===== config.mk =====
export PLATFORM = sky130hd
export DESIGN_NAME = psum_buffer_ctrl_flat
export DESIGN_NICKNAME = d
export VERILOG_FILES = /design/src/rtl/psum_pkg.sv /design/src/rtl/psum_buffer_ctrl_if.sv /design/src/rtl/psum_regfile.sv /design/src/rtl/psum_buffer_ctrl.sv /design/src/flat_wrapper.sv
export SDC_FILE = /design/constraint.sdc
export NUM_CORES = 1
export LEC_CHECK = 0
export CORE_MARGIN = 3
export CORE_UTILIZATION = 35
export CTS_CLUSTER_DIAMETER = 60
export DETAILED_ROUTE_END_ITERATION = 7
export GPL_ROUTABILITY_DRIVEN = 1
export MAX_ROUTING_LAYER = met4
export PLACE_DENSITY = 0.62
export SLEW_MARGIN = 20
export SYNTH_ARGS = -nofsm -noshare
export SYNTH_HDL_FRONTEND = slang
export SYNTH_SLANG_ARGS = --single-unit

===== constraint.sdc =====
create_clock -name clk -period 2.6 [get_ports clk]
set_input_delay 0.52 -clock clk [delete_from_list [all_inputs] [get_ports clk]]
set_output_delay 0.52 -clock clk [all_outputs]
set_load 0.005 [all_outputs]

===== src/rtl/psum_pkg.sv =====
// Shared types for the partial-sum buffer: FSM state encoding and stall codes
// returned to the main controller.
package psum_pkg;

    typedef enum logic [2:0] {
        IDLE = 3'd0,
        RD   = 3'd1,
        ACC  = 3'd2,
        WB   = 3'd3,
        PUSH = 3'd4,
        RESP = 3'd5
    } psum_state_e;

    localparam logic [1:0] STALL_BUSY = 2'b00;
    localparam logic [1:0] STALL_NEXT = 2'b10;
    localparam logic [1:0] STALL_DONE = 2'b11;

endpackage


===== src/rtl/psum_buffer_ctrl_if.sv =====
// Final-sum output stream (valid/ready) between the psum buffer and the
// downstream consumer.
interface psum_buffer_ctrl_if #(
    parameter int DATA_WIDTH = 16
);
    logic [DATA_WIDTH-1:0] out_data;
    logic                  out_valid;
    logic                  out_ready;

    modport master (output out_data, output out_valid, input out_ready);
    modport slave  (input out_data, input out_valid, output out_ready);

endinterface


===== src/rtl/psum_regfile.sv =====
// DEPTH x DATA_WIDTH psum storage: one write port, one registered read port,
// with a same-cycle write to the read address forwarded into the read data.
module psum_regfile #(
    parameter int ADDR_WIDTH = 4,
    parameter int DATA_WIDTH = 16
) (
    input  logic                  clk,
    input  logic                  reset,
    input  logic                  i_we,
    input  logic [ADDR_WIDTH-1:0] i_waddr,
    input  logic [DATA_WIDTH-1:0] i_wdata,
    input  logic                  i_re,
    input  logic [ADDR_WIDTH-1:0] i_raddr,
    output logic [DATA_WIDTH-1:0] o_rdata
);
    localparam int DEPTH = 2 ** ADDR_WIDTH;

    logic [DATA_WIDTH-1:0] r_mem [DEPTH];
    logic [DATA_WIDTH-1:0] r_rdata;

    // storage array has no reset so contents survive global clears
    always_ff @(posedge clk) begin
        if (i_we) begin
            r_mem[i_waddr] <= i_wdata;
        end
    end

    // registered read with write-first forwarding
    always_ff @(posedge clk or posedge reset) begin
        if (reset) begin
            r_rdata <= '0;
        end else if (i_re) begin
            if (i_we && (i_waddr == i_raddr)) begin
                r_rdata <= i_wdata;
            end else begin
                r_rdata <= r_mem[i_raddr];
            end
        end
    end

    assign o_rdata = r_rdata;

endmodule


===== src/rtl/psum_buffer_ctrl.sv =====
// Partial-sum buffer and write-back stage: stores, accumulates and streams psums.
// Define PSUM_SATURATE_EN to make accumulation a signed saturating add.
module psum_buffer_ctrl
    import psum_pkg::*;
#(
    parameter int ADDR_WIDTH = 4,
    parameter int DATA_WIDTH = 16
) (
    input  logic                  clk,
    input  logic                  reset,
    input  logic                  i_global_rst,
    input  logic                  i_chip_en,
    input  logic [DATA_WIDTH-1:0] i_result_in,
    input  logic                  i_first_time,
    input  logic                  i_next_psum_waddr,
    input  logic                  i_next_psum_raddr,
    input  logic                  i_rst_psum_raddr,
    input  logic                  i_psum_buffer_ren,
    input  logic                  i_done,
    input  logic                  i_last_pass,
    output logic                  o_psum_buffer_valid,
    output logic [DATA_WIDTH-1:0] o_psum_rdata,
    output logic                  o_can_read_psum,
    output logic                  o_psum_w_co,
    output logic [1:0]            o_stall,
    output logic [ADDR_WIDTH:0]   o_psum_count,
    psum_buffer_ctrl_if.master    psum_out
);
    localparam int DEPTH = 2 ** ADDR_WIDTH;
    localparam logic [ADDR_WIDTH:0]   DEPTH_CNT = (ADDR_WIDTH+1)'(DEPTH);
    localparam logic [ADDR_WIDTH-1:0] ADDR_LAST = ADDR_WIDTH'(DEPTH - 1);

    function automatic logic [DATA_WIDTH-1:0] psum_add(input logic [DATA_WIDTH-1:0] a,
                                                       input logic [DATA_WIDTH-1:0] b);
`ifdef PSUM_SATURATE_EN
        logic [DATA_WIDTH:0] s;
        s = {a[DATA_WIDTH-1], a} + {b[DATA_WIDTH-1], b};
        if (s[DATA_WIDTH] != s[DATA_WIDTH-1]) begin
            psum_add = s[DATA_WIDTH] ? {1'b1, {(DATA_WIDTH-1){1'b0}}} : {1'b0, {(DATA_WIDTH-1){1'b1}}};
        end else begin
            psum_add = s[DATA_WIDTH-1:0];
        end
`else
        psum_add = a + b;
`endif
    endfunction

    psum_state_e             r_state, w_state_nxt;
    logic [ADDR_WIDTH-1:0]   r_waddr, r_raddr, w_waddr_nxt, w_raddr_nxt;
    logic [ADDR_WIDTH:0]     r_count, w_count_nxt;
    logic                    r_last_pass, r_out_valid, r_psum_buffer_valid;
    logic                    r_can_read, r_w_co;
    logic [1:0]              r_stall, w_stall_nxt;
    logic [DATA_WIDTH-1:0]   r_sum, w_rdata, w_wr_data;
    logic [ADDR_WIDTH-1:0]   w_wr_addr;
    logic                    w_we, w_ren_ok, w_rf_we, w_rf_re, w_active;

    assign w_active = i_chip_en & ~i_global_rst;
    assign w_ren_ok = i_psum_buffer_ren & r_can_read;
    assign w_rf_we  = w_we & w_active;
    assign w_rf_re  = w_active & ((r_state == RD) | w_ren_ok);

    psum_regfile #(.ADDR_WIDTH(ADDR_WIDTH), .DATA_WIDTH(DATA_WIDTH)) u_regfile (
        .clk     (clk),
        .reset   (reset),
        .i_we    (w_rf_we),
        .i_waddr (w_wr_addr),
        .i_wdata (w_wr_data),
        .i_re    (w_rf_re),
        .i_raddr (r_raddr),
        .o_rdata (w_rdata)
    );

    // next address/count values; count saturates while waddr wraps
    always_comb begin
        w_waddr_nxt = r_waddr;
        w_count_nxt = r_count;
        w_raddr_nxt = r_raddr;
        if (i_next_psum_waddr) begin
            w_waddr_nxt = r_waddr + ADDR_WIDTH'(1);
            if (r_count != DEPTH_CNT) begin
                w_count_nxt = r_count + (ADDR_WIDTH+1)'(1);
            end else begin
                w_count_nxt = r_count;
            end
        end else begin
            w_waddr_nxt = r_waddr;
        end
        if (i_rst_psum_raddr) begin
            w_raddr_nxt = '0;
        end else if (i_next_psum_raddr) begin
            w_raddr_nxt = r_raddr + ADDR_WIDTH'(1);
        end else begin
            w_raddr_nxt = r_raddr;
        end
    end

    // FSM state register
    always_ff @(posedge clk or posedge reset) begin
        if (reset) begin
            r_state <= IDLE;
        end else if (i_global_rst) begin
            r_state <= IDLE;
        end else if (i_chip_en) begin
            r_state <= w_state_nxt;
        end
    end

    // FSM next-state logic; done outside IDLE is ignored
    always_comb begin
        w_state_nxt = r_state;
        case (r_state)
            IDLE:    if (i_done) w_state_nxt = RD; else w_state_nxt = IDLE;
            RD:      w_state_nxt = ACC;
            ACC:     if (r_last_pass) w_state_nxt = PUSH; else w_state_nxt = WB;
            WB:      w_state_nxt = RESP;
            PUSH:    if (psum_out.out_ready) w_state_nxt = RESP; else w_state_nxt = PUSH;
            RESP:    w_state_nxt = IDLE;
            default: w_state_nxt = IDLE;
        endcase
    end

    // FSM outputs: stall code for the RESP cycle and write-port arbitration
    always_comb begin
        w_stall_nxt = STALL_BUSY;
        w_we        = 1'b0;
        w_wr_addr   = r_waddr;
        w_wr_data   = i_result_in;
        if (w_state_nxt == RESP) begin
            if (r_last_pass && ({1'b0, r_raddr} == (r_count - (ADDR_WIDTH+1)'(1)))) begin
                w_stall_nxt = STALL_DONE;
            end else begin
                w_stall_nxt = STALL_NEXT;
            end
        end else begin
            w_stall_nxt = STALL_BUSY;
        end
        // write-back of an in-flight entry wins over a new first-time write
        if (r_state == WB) begin
            w_we      = 1'b1;
            w_wr_addr = r_raddr;
            w_wr_data = r_sum;
        end else if (i_first_time) begin
            w_we      = 1'b1;
            w_wr_addr = r_waddr;
            w_wr_data = i_result_in;
        end else begin
            w_we      = 1'b0;
        end
    end

    // counters, captured pass flag, sum and registered status outputs
    always_ff @(posedge clk or posedge reset) begin
        if (reset) begin
            r_waddr <= '0; r_raddr <= '0; r_count <= '0;
            r_can_read <= 1'b0; r_w_co <= 1'b0; r_psum_buffer_valid <= 1'b0;
            r_stall <= STALL_BUSY; r_out_valid <= 1'b0; r_last_pass <= 1'b0; r_sum <= '0;
        end else if (i_global_rst) begin
            r_waddr <= '0; r_raddr <= '0; r_count <= '0;
            r_can_read <= 1'b0; r_w_co <= 1'b0; r_psum_buffer_valid <= 1'b0;
            r_stall <= STALL_BUSY; r_out_valid <= 1'b0; r_last_pass <= 1'b0; r_sum <= '0;
        end else if (i_chip_en) begin
            r_waddr             <= w_waddr_nxt;
            r_raddr             <= w_raddr_nxt;
            r_count             <= w_count_nxt;
            r_can_read          <= ({1'b0, w_raddr_nxt} < w_count_nxt);
            r_w_co              <= (w_waddr_nxt == ADDR_LAST);
            r_psum_buffer_valid <= w_ren_ok;
            r_stall             <= w_stall_nxt;
            r_out_valid         <= (w_state_nxt == PUSH);
            if ((r_state == IDLE) && i_done) begin
                r_last_pass <= i_last_pass;
            end
            if (r_state == ACC) begin
                r_sum <= psum_add(w_rdata, i_result_in);
            end
        end
    end

    assign o_psum_buffer_valid = r_psum_buffer_valid;
    assign o_psum_rdata        = w_rdata;
    assign o_can_read_psum     = r_can_read;
    assign o_psum_w_co         = r_w_co;
    assign o_stall             = r_stall;
    assign o_psum_count        = r_count;
    assign psum_out.out_data   = r_sum;
    assign psum_out.out_valid  = r_out_valid;

endmodule


===== src/flat_wrapper.sv =====
// flat-port wrapper written by rule: the top's interface ports become plain ports
module psum_buffer_ctrl_flat import psum_pkg::*;
#(
    parameter int ADDR_WIDTH = 4,
    parameter int DATA_WIDTH = 16
)
  (clk, reset, i_global_rst, i_chip_en, i_result_in, i_first_time, i_next_psum_waddr, i_next_psum_raddr, i_rst_psum_raddr, i_psum_buffer_ren, i_done, i_last_pass, o_psum_buffer_valid, o_psum_rdata, o_can_read_psum, o_psum_w_co, o_stall, o_psum_count, psum_out_out_data, psum_out_out_valid, psum_out_out_ready);
  psum_buffer_ctrl_if #(.DATA_WIDTH(DATA_WIDTH)) psum_out_i ();
  input  logic clk;
  input  logic reset;
  input  logic i_global_rst;
  input  logic i_chip_en;
  input  logic [DATA_WIDTH-1:0] i_result_in;
  input  logic i_first_time;
  input  logic i_next_psum_waddr;
  input  logic i_next_psum_raddr;
  input  logic i_rst_psum_raddr;
  input  logic i_psum_buffer_ren;
  input  logic i_done;
  input  logic i_last_pass;
  output logic o_psum_buffer_valid;
  output logic [DATA_WIDTH-1:0] o_psum_rdata;
  output logic o_can_read_psum;
  output logic o_psum_w_co;
  output logic [1:0] o_stall;
  output logic [ADDR_WIDTH:0] o_psum_count;
  output wire logic [$bits(psum_out_i.out_data)-1:0] psum_out_out_data;
  output wire logic [$bits(psum_out_i.out_valid)-1:0] psum_out_out_valid;
  input wire logic [$bits(psum_out_i.out_ready)-1:0] psum_out_out_ready;
  assign psum_out_out_data = psum_out_i.out_data;
  assign psum_out_out_valid = psum_out_i.out_valid;
  assign psum_out_i.out_ready = psum_out_out_ready;
  psum_buffer_ctrl #(.ADDR_WIDTH(ADDR_WIDTH), .DATA_WIDTH(DATA_WIDTH)) u_core (.clk(clk), .reset(reset), .i_global_rst(i_global_rst), .i_chip_en(i_chip_en), .i_result_in(i_result_in), .i_first_time(i_first_time), .i_next_psum_waddr(i_next_psum_waddr), .i_next_psum_raddr(i_next_psum_raddr), .i_rst_psum_raddr(i_rst_psum_raddr), .i_psum_buffer_ren(i_psum_buffer_ren), .i_done(i_done), .i_last_pass(i_last_pass), .o_psum_buffer_valid(o_psum_buffer_valid), .o_psum_rdata(o_psum_rdata), .o_can_read_psum(o_can_read_psum), .o_psum_w_co(o_psum_w_co), .o_stall(o_stall), .o_psum_count(o_psum_count), .psum_out(psum_out_i));
endmodule

# After elaboration in Yosys (flattened, before gate mapping)
# Memory sizes are Yosys's and may differ from the RTL's. A register that Yosys moved wholly into a read port is not among the register bits.
# Index checks and enable logic that the tools add are counted.
[totals] register_bits=39 latchBits=0 ramBits=256 mem_bits_ro=0 inputBits=28 output_inout_bits=43 wordCells=82 n_memories=1
[classes] n_addsub=5 mul=0 n_div=0 n_lt_le_gt_ge=1 n_eq_ne=9 shift=0 muxes=41 bitwise_logic=6 n_reduce_logical=8
[memory_table] memory="u_core.u_regfile.r_mem" words=16 width=16 read_ports=1 rd_ports_with_merged_regs=1 wr=1 line="psum_regfile.sv:18" rtl="logic [DATA_WIDTH-1:0] r_mem [DEPTH];"
[ops] operator="two-way mux 16 bit" count=4
[ops] operator="two-way mux 4 bit" count=8
[ops] operator="two-way mux 5 bit" count=4
[ops] operator="two-way mux 1 bit" count=18
[ops] operator="adder 16 bit" count=1
[ops] operator="one-hot mux 3 bit (5 select lines)" count=1
[ops] operator="equality test 3 bit, second input constant" count=3
[ops] operator="two-way mux 3 bit" count=3
[ops] operator="adder 4 x 1 -> 4 bit, second input constant" count=2
[ops] operator="equality test 3 x 2 -> 1 bit, second input constant" count=2
[ops] operator="two-way mux 2 bit" count=3
[ops] operator="nonzero test 2 bit" count=3
[ops] operator="adder 5 x 1 -> 5 bit, second input constant" count=1
[ops] operator="equality test 4 x 5 -> 1 bit" count=1
[ops] operator="less-than comparator 4 x 5 -> 1 bit" count=1
[ops] operator="inequality test 5 bit, second input constant" count=1
[ops] operator="subtractor 5 x 1 -> 5 bit, second input constant" count=1
[ops] operator="AND 1 bit" count=4
[ops] operator="equality test 4 bit, second input constant" count=1
[ops] operator="AND reduction 2 bit" count=2
[ops] operator="equality test 3 x 1 -> 1 bit, second input constant" count=1
[ops] operator="zero test 3 bit" count=1
[ops] operator="logical AND 1 bit" count=2
[ops] operator="NOT 1 bit" count=1
[ops] operator="bitwise OR 1 bit" count=1

# Depth between registers and ports, before layout
[depth] ltp_word=7 ltp_mapped=11 ltp_nobuf=8

# Cells and area by module
# Synthesis repeated with hierarchy kept, for this count alone.
[unflattened] cells_unflattened=904 area_unflattened_um2=13857.0
[modules_own_cells] module="psum_regfile" n_inst=1 cells_per_inst=550 area_per_inst_um2=10755.3 seq_area_each_um2=8087.8
[modules_own_cells] module="psum_buffer_ctrl" n_inst=1 cells_per_inst=354 area_per_inst_um2=3101.7 seq_area_each_um2=975.9

# Worst setup path after synthesis
# No wires, ideal clock.
[synth_path] path_kind="register -> register" from="reg u_core.r_state[2]" to="mem u_core.u_regfile.r_mem[1][0] (enable)" setup_time_ns=0.388 arrival_time_ns=2.107 t_required_ns=2.212 slack_ns=0.104 stages_incl_launch_ff=7 n_path_buf=2 period_less_slack_ns=2.496 path_cell_list="dfrtp_1 -> buf_2 -> and3b_1 -> clkbuf_1 -> o21a_1 -> o21ai_1 -> nor2_1"
[synth_via] elab_chain_len=5 word_cells_on_any_way=6 classes_between="eq/ne: 1; mux: 4; bitwise: 1"
[synth_rtl] element="start: declaration" line="psum_buffer_ctrl.sv:48" rtl="psum_state_e r_state, w_state_nxt;"
[synth_rtl] element="start signal: assignment" line="psum_buffer_ctrl.sv:105" rtl="r_state <= w_state_nxt;"
[synth_rtl] element="equality test 3 x 2 -> 1 bit (*)" line="psum_buffer_ctrl.sv:139" rtl="if (r_state == WB) begin"
[synth_rtl] element="two-way mux 1 bit" line="psum_buffer_ctrl.sv:139"
[synth_rtl] element="AND 1 bit" line="psum_buffer_ctrl.sv:60" rtl="assign w_rf_we = w_we & w_active;"
[synth_rtl] element="two-way mux 1 bit" line="psum_regfile.sv:23" rtl="if (i_we) begin"
[synth_rtl] element="two-way mux 1 bit (not written as such)" line="psum_regfile.sv:24" rtl="r_mem[i_waddr] <= i_wdata;"
[synth_rtl] element="end: declaration" line="psum_regfile.sv:18"
# Every way passes the cells marked *; elsewhere a longest branch is shown, timed or not.

# Worst setup path in the final report
[layout_path] from="in i_result_in[0]" to="reg u_core.r_sum[12], in the netlist u_core.psum_out.out_data[12]"
[layout_via] elab_chain_len=4
[layout_rtl] element="start: declaration" line="flat_wrapper.sv:13" rtl="input logic [DATA_WIDTH-1:0] i_result_in;"
[layout_rtl] element="adder 16 bit" line="psum_buffer_ctrl.sv:44" rtl="psum_add = a + b;"
[layout_rtl] element="two-way mux 16 bit" line="psum_buffer_ctrl.sv:174" rtl="if (r_state == ACC) begin"
[layout_rtl] element="two-way mux 16 bit" line="psum_buffer_ctrl.sv:162" rtl="end else if (i_chip_en) begin"
[layout_rtl] element="two-way mux 16 bit" line="psum_buffer_ctrl.sv:158" rtl="end else if (i_global_rst) begin"
[layout_rtl] element="end signal: assignment" line="psum_buffer_ctrl.sv:175" rtl="r_sum <= psum_add(w_rdata, i_result_in);"
[layout_rtl] element="end: declaration" line="psum_buffer_ctrl.sv:54" rtl="logic [DATA_WIDTH-1:0] r_sum, w_rdata, w_wr_data;"
# No other way between the ends. The select of a mux whose other input is x is not followed.
# A chain may end at the register's enable or synchronous reset.

==> flow_summary.ini <==
[detailed_routing]
drt_first_pass_iters = 4
wl_per_cell_um = 22.2
drt_first_iter_violations = 642
drc = 0
wirelength_um = 34600
via_per_inst = 5.26
ant_nets = 0
via_count = 8213

[outcome]
status = complete, no violations

[timing]
fmax_ghz = 0.407
finalCritPeriodShare_pct = 94.6
final-setup-viol-count = 0
timing_hold_violations_final = 0
rsz0062_at_grt = no
timing.final.crit_period_ns = 2.46
slew_violations = 0
fin_tns_setup_ns = 0
setup_ws_ns = 0.142
relSlewSlack_pct = 55.6
skew_ns = 0.0215
worstMarginPinSlew_ns = 0.663

[floorplan]
core_mm2 = 0.0389
die_x_um = 205
start_util_pct = 35.6
rows = 72
dieHeight_um = 205
io_pins = 71
dieArea_mm2 = 0.0420

[logic_synthesis]
synth_seq_area_share_pct = 65.4
ys.flop_type = edfxtp_1
avgSynthCellArea_um2 = 16.1
yosysWarnings = 0
synthCells = 858
async_flop_share_pct = 17.7
synth_cell_types = 71
synth_seq_cells = 311
yosys.area.top_type_share_pct = 55.5
synth_nets = 909
yosysMostFrequentCell = edfxtp_1
synth_commonest_cells = 256 x edfxtp_1, 74 x mux4_2, 58 x nand2_1, 55 x dfrtp_1, 51 x nor2_1
yosys.area.top_type = edfxtp_1
synthTopCellsByArea = edfxtp_1 55%, mux4_2 12%, dfrtp_1 9.9%, ha_1 2.0%, mux2i_1 1.8%
synth_edf_count = 256
syn_area_mm2 = 0.0139

[pwr]
power_leakage_uw = 0.00600
seqPwrFrac_pct = 44.0
power.internal_uw = 9870
pwr-share-clk_pct = 41.3
switchingPower_uw = 3200
pwr-share-comb_pct = 14.6
swShare_pct = 24.5
ir_worst_vdd_mv = 0.354
pwr_density_cell_mw_per_mm2 = 759

[clock_tree]
clk_pin_slew_ns = 0.05
clk_latency_ns = 0.53
clock_sinks = 311
ctsHoldBuffers = 0
h-tree-depth = 2
cts.path.max_buffers = 3
cts_inserted_buffers = 37
cts_tree = built
cts-root-buf = clkbuf_16

[worst_setup_path]
crit_arrival_ns = 2.87
worst-setup-path-type = in2reg
worstPathRequired_ns = 3.01
critPathMaxFanout = 6
startpoint_type = input pin
crit_path_end_kind = flop

[global_route]
grt-ovfl-total = 0
grt_pass1_wl_um = 52400
grtUsageTotal_pct = 17.1
grt_pass1_vias = 8430
antenna_found_initial = 0
grt_max_degree = 56

[job]
cap_viol_max_count = 0

[final_layout]
nets = 1065
drive_above_1_share_pct = 25.9
n_antenna_cell = 0
layout.cells.non_filler = 1560
fillerInstances = 3386
utilization_pct = 44.2
area_growth_pct = 24.3

[placement]
dp_hpwl_um = 22600
port_buffers = 70
place_ws_ns = -0.501
place_inst = 1493
place_congestion = 0.867

[min_path]
hold_path.class = in2async
==> final cells by class <==
| type | count | area [um2] | area share [%] |
|---|---|---|---|
| well taps | 518 | 648 | 3.76 |
| flip-flops and latches | 311 | 9070 | 52.7 |
| repair buffers | 165 | 1640 | 9.52 |
| inverters | 41 | 154 | 0.894 |
| clock buffers | 44 | 993 | 5.77 |
| clock inverters | 23 | 305 | 1.77 |
| multi-input cells | 458 | 4410 | 25.6 |
==> cell families (layout without fill, tap and decap cells) <==
kind of cell	count (synthesis)	count (layout)	share of synthesized area (%)
flip-flops	311	311	65.4
XOR/XNOR	27	27	1.71
buffers and inverters	89	273	3.13
AO/OA/AOI/OAI	125	125	6.96
multiplexers	102	102	14.4
AND/OR/NAND/NOR	181	181	6.25
adder cells (fa/ha/maj)	23	23	2.13
==> registers in the layout (all words and copies together), names as in the netlist <==
| signal | cells |
|---|---|
| u_core.o_can_read_psum | 1 |
| u_core.psum_out.out_valid | 1 |
| u_core.o_stall | 2 |
| u_core.o_psum_count | 5 |
| u_core.psum_out.out_data | 16 |
| u_core.u_regfile.o_rdata | 16 |
| u_core.o_psum_w_co | 1 |
| u_core.o_psum_buffer_valid | 1 |
| u_core.u_regfile.r_mem | 256 |
| u_core.r_state | 3 |
| u_core.r_last_pass | 1 |
| u_core.r_waddr | 4 |
| u_core.r_raddr | 4 |
==> worst max-delay path, cell delays in order <==
cell and delay (ns):
clkdlybuf4s50_1 0.44, ha_1 0.25, fa_1 0.40, a21o_1 0.21
a311o_1 0.35, a21oi_2 0.19, buf_4 0.16, o211ai_1 0.09
a311oi_1 0.26
==> repair_timing <==
item                                   4_1_cts  5_1_grt
setup endpoints to repair                    0        2
gates resized for setup                      0        1
endpoints found under the hold margin        0        0
setup buffers                                0        0
==> routing by layer <==
metal	vias to the layer above	wire (um)	part of all wire (%)	track usage (%)
li1	3687	-	-	-
met1	4224	15800	46	24.1
met2	248	16000	46	25.7
met3	54	2020	5.8	3.05
met4	0	792	2.3	4.56
met5	-	0	0	-
==> power by group through the flow <==
stage,registers [uW],clock network [uW],logic [uW]
floorplan,5770,0,1100
global placement,5860,0,1880
detailed placement,5860,0,1910
CTS,5760,5520,1910
global route,5770,5740,2110
finish,5760,5400,1910
==> final timing paths <==
path                                             start  slack (ns)                           end  cells past startpoint
min                                              reset        0.39  u_core.u_regfile.o_rdata[12]                      3
max reg2reg                u_core.u_regfile.o_rdata[0]        0.19  u_core.psum_out.out_data[12]                      8
max in group asynchronous                        reset        1.88             u_core.r_raddr[0]                      3
min in group clk                     u_core.o_stall[0]        0.47             u_core.o_stall[0]                      2
max                                     i_result_in[0]        0.14  u_core.psum_out.out_data[12]                      9
min reg2reg                          u_core.o_stall[0]        0.47             u_core.o_stall[0]                      2
==> cell usage in the layout, fill, tap and decap left out, drive strengths merged, types with 22 or more instances in the layout <==
cell and n:
a21oi 33, buf 95, clkbuf 44, clkdlybuf4s50 70, clkinv 25, dfrtp 55
edfxtp 256, ha 22, inv 31, mux2i 25, mux4 77, nand2 58
nor2 51
==> metrics by stage <==
stage	hold slack, ns	total power [uW]	area [um2]
final	0.389	13100	17200
after global routing	0.416	13600	17200
after CTS	0.398	13200	17200
after detailed placement	0.468	7760	15900
after global placement	0.453	7740	15900
after floorplan	0.461	6870	13900
Note: power is estimated with default switching activity, not from simulation.
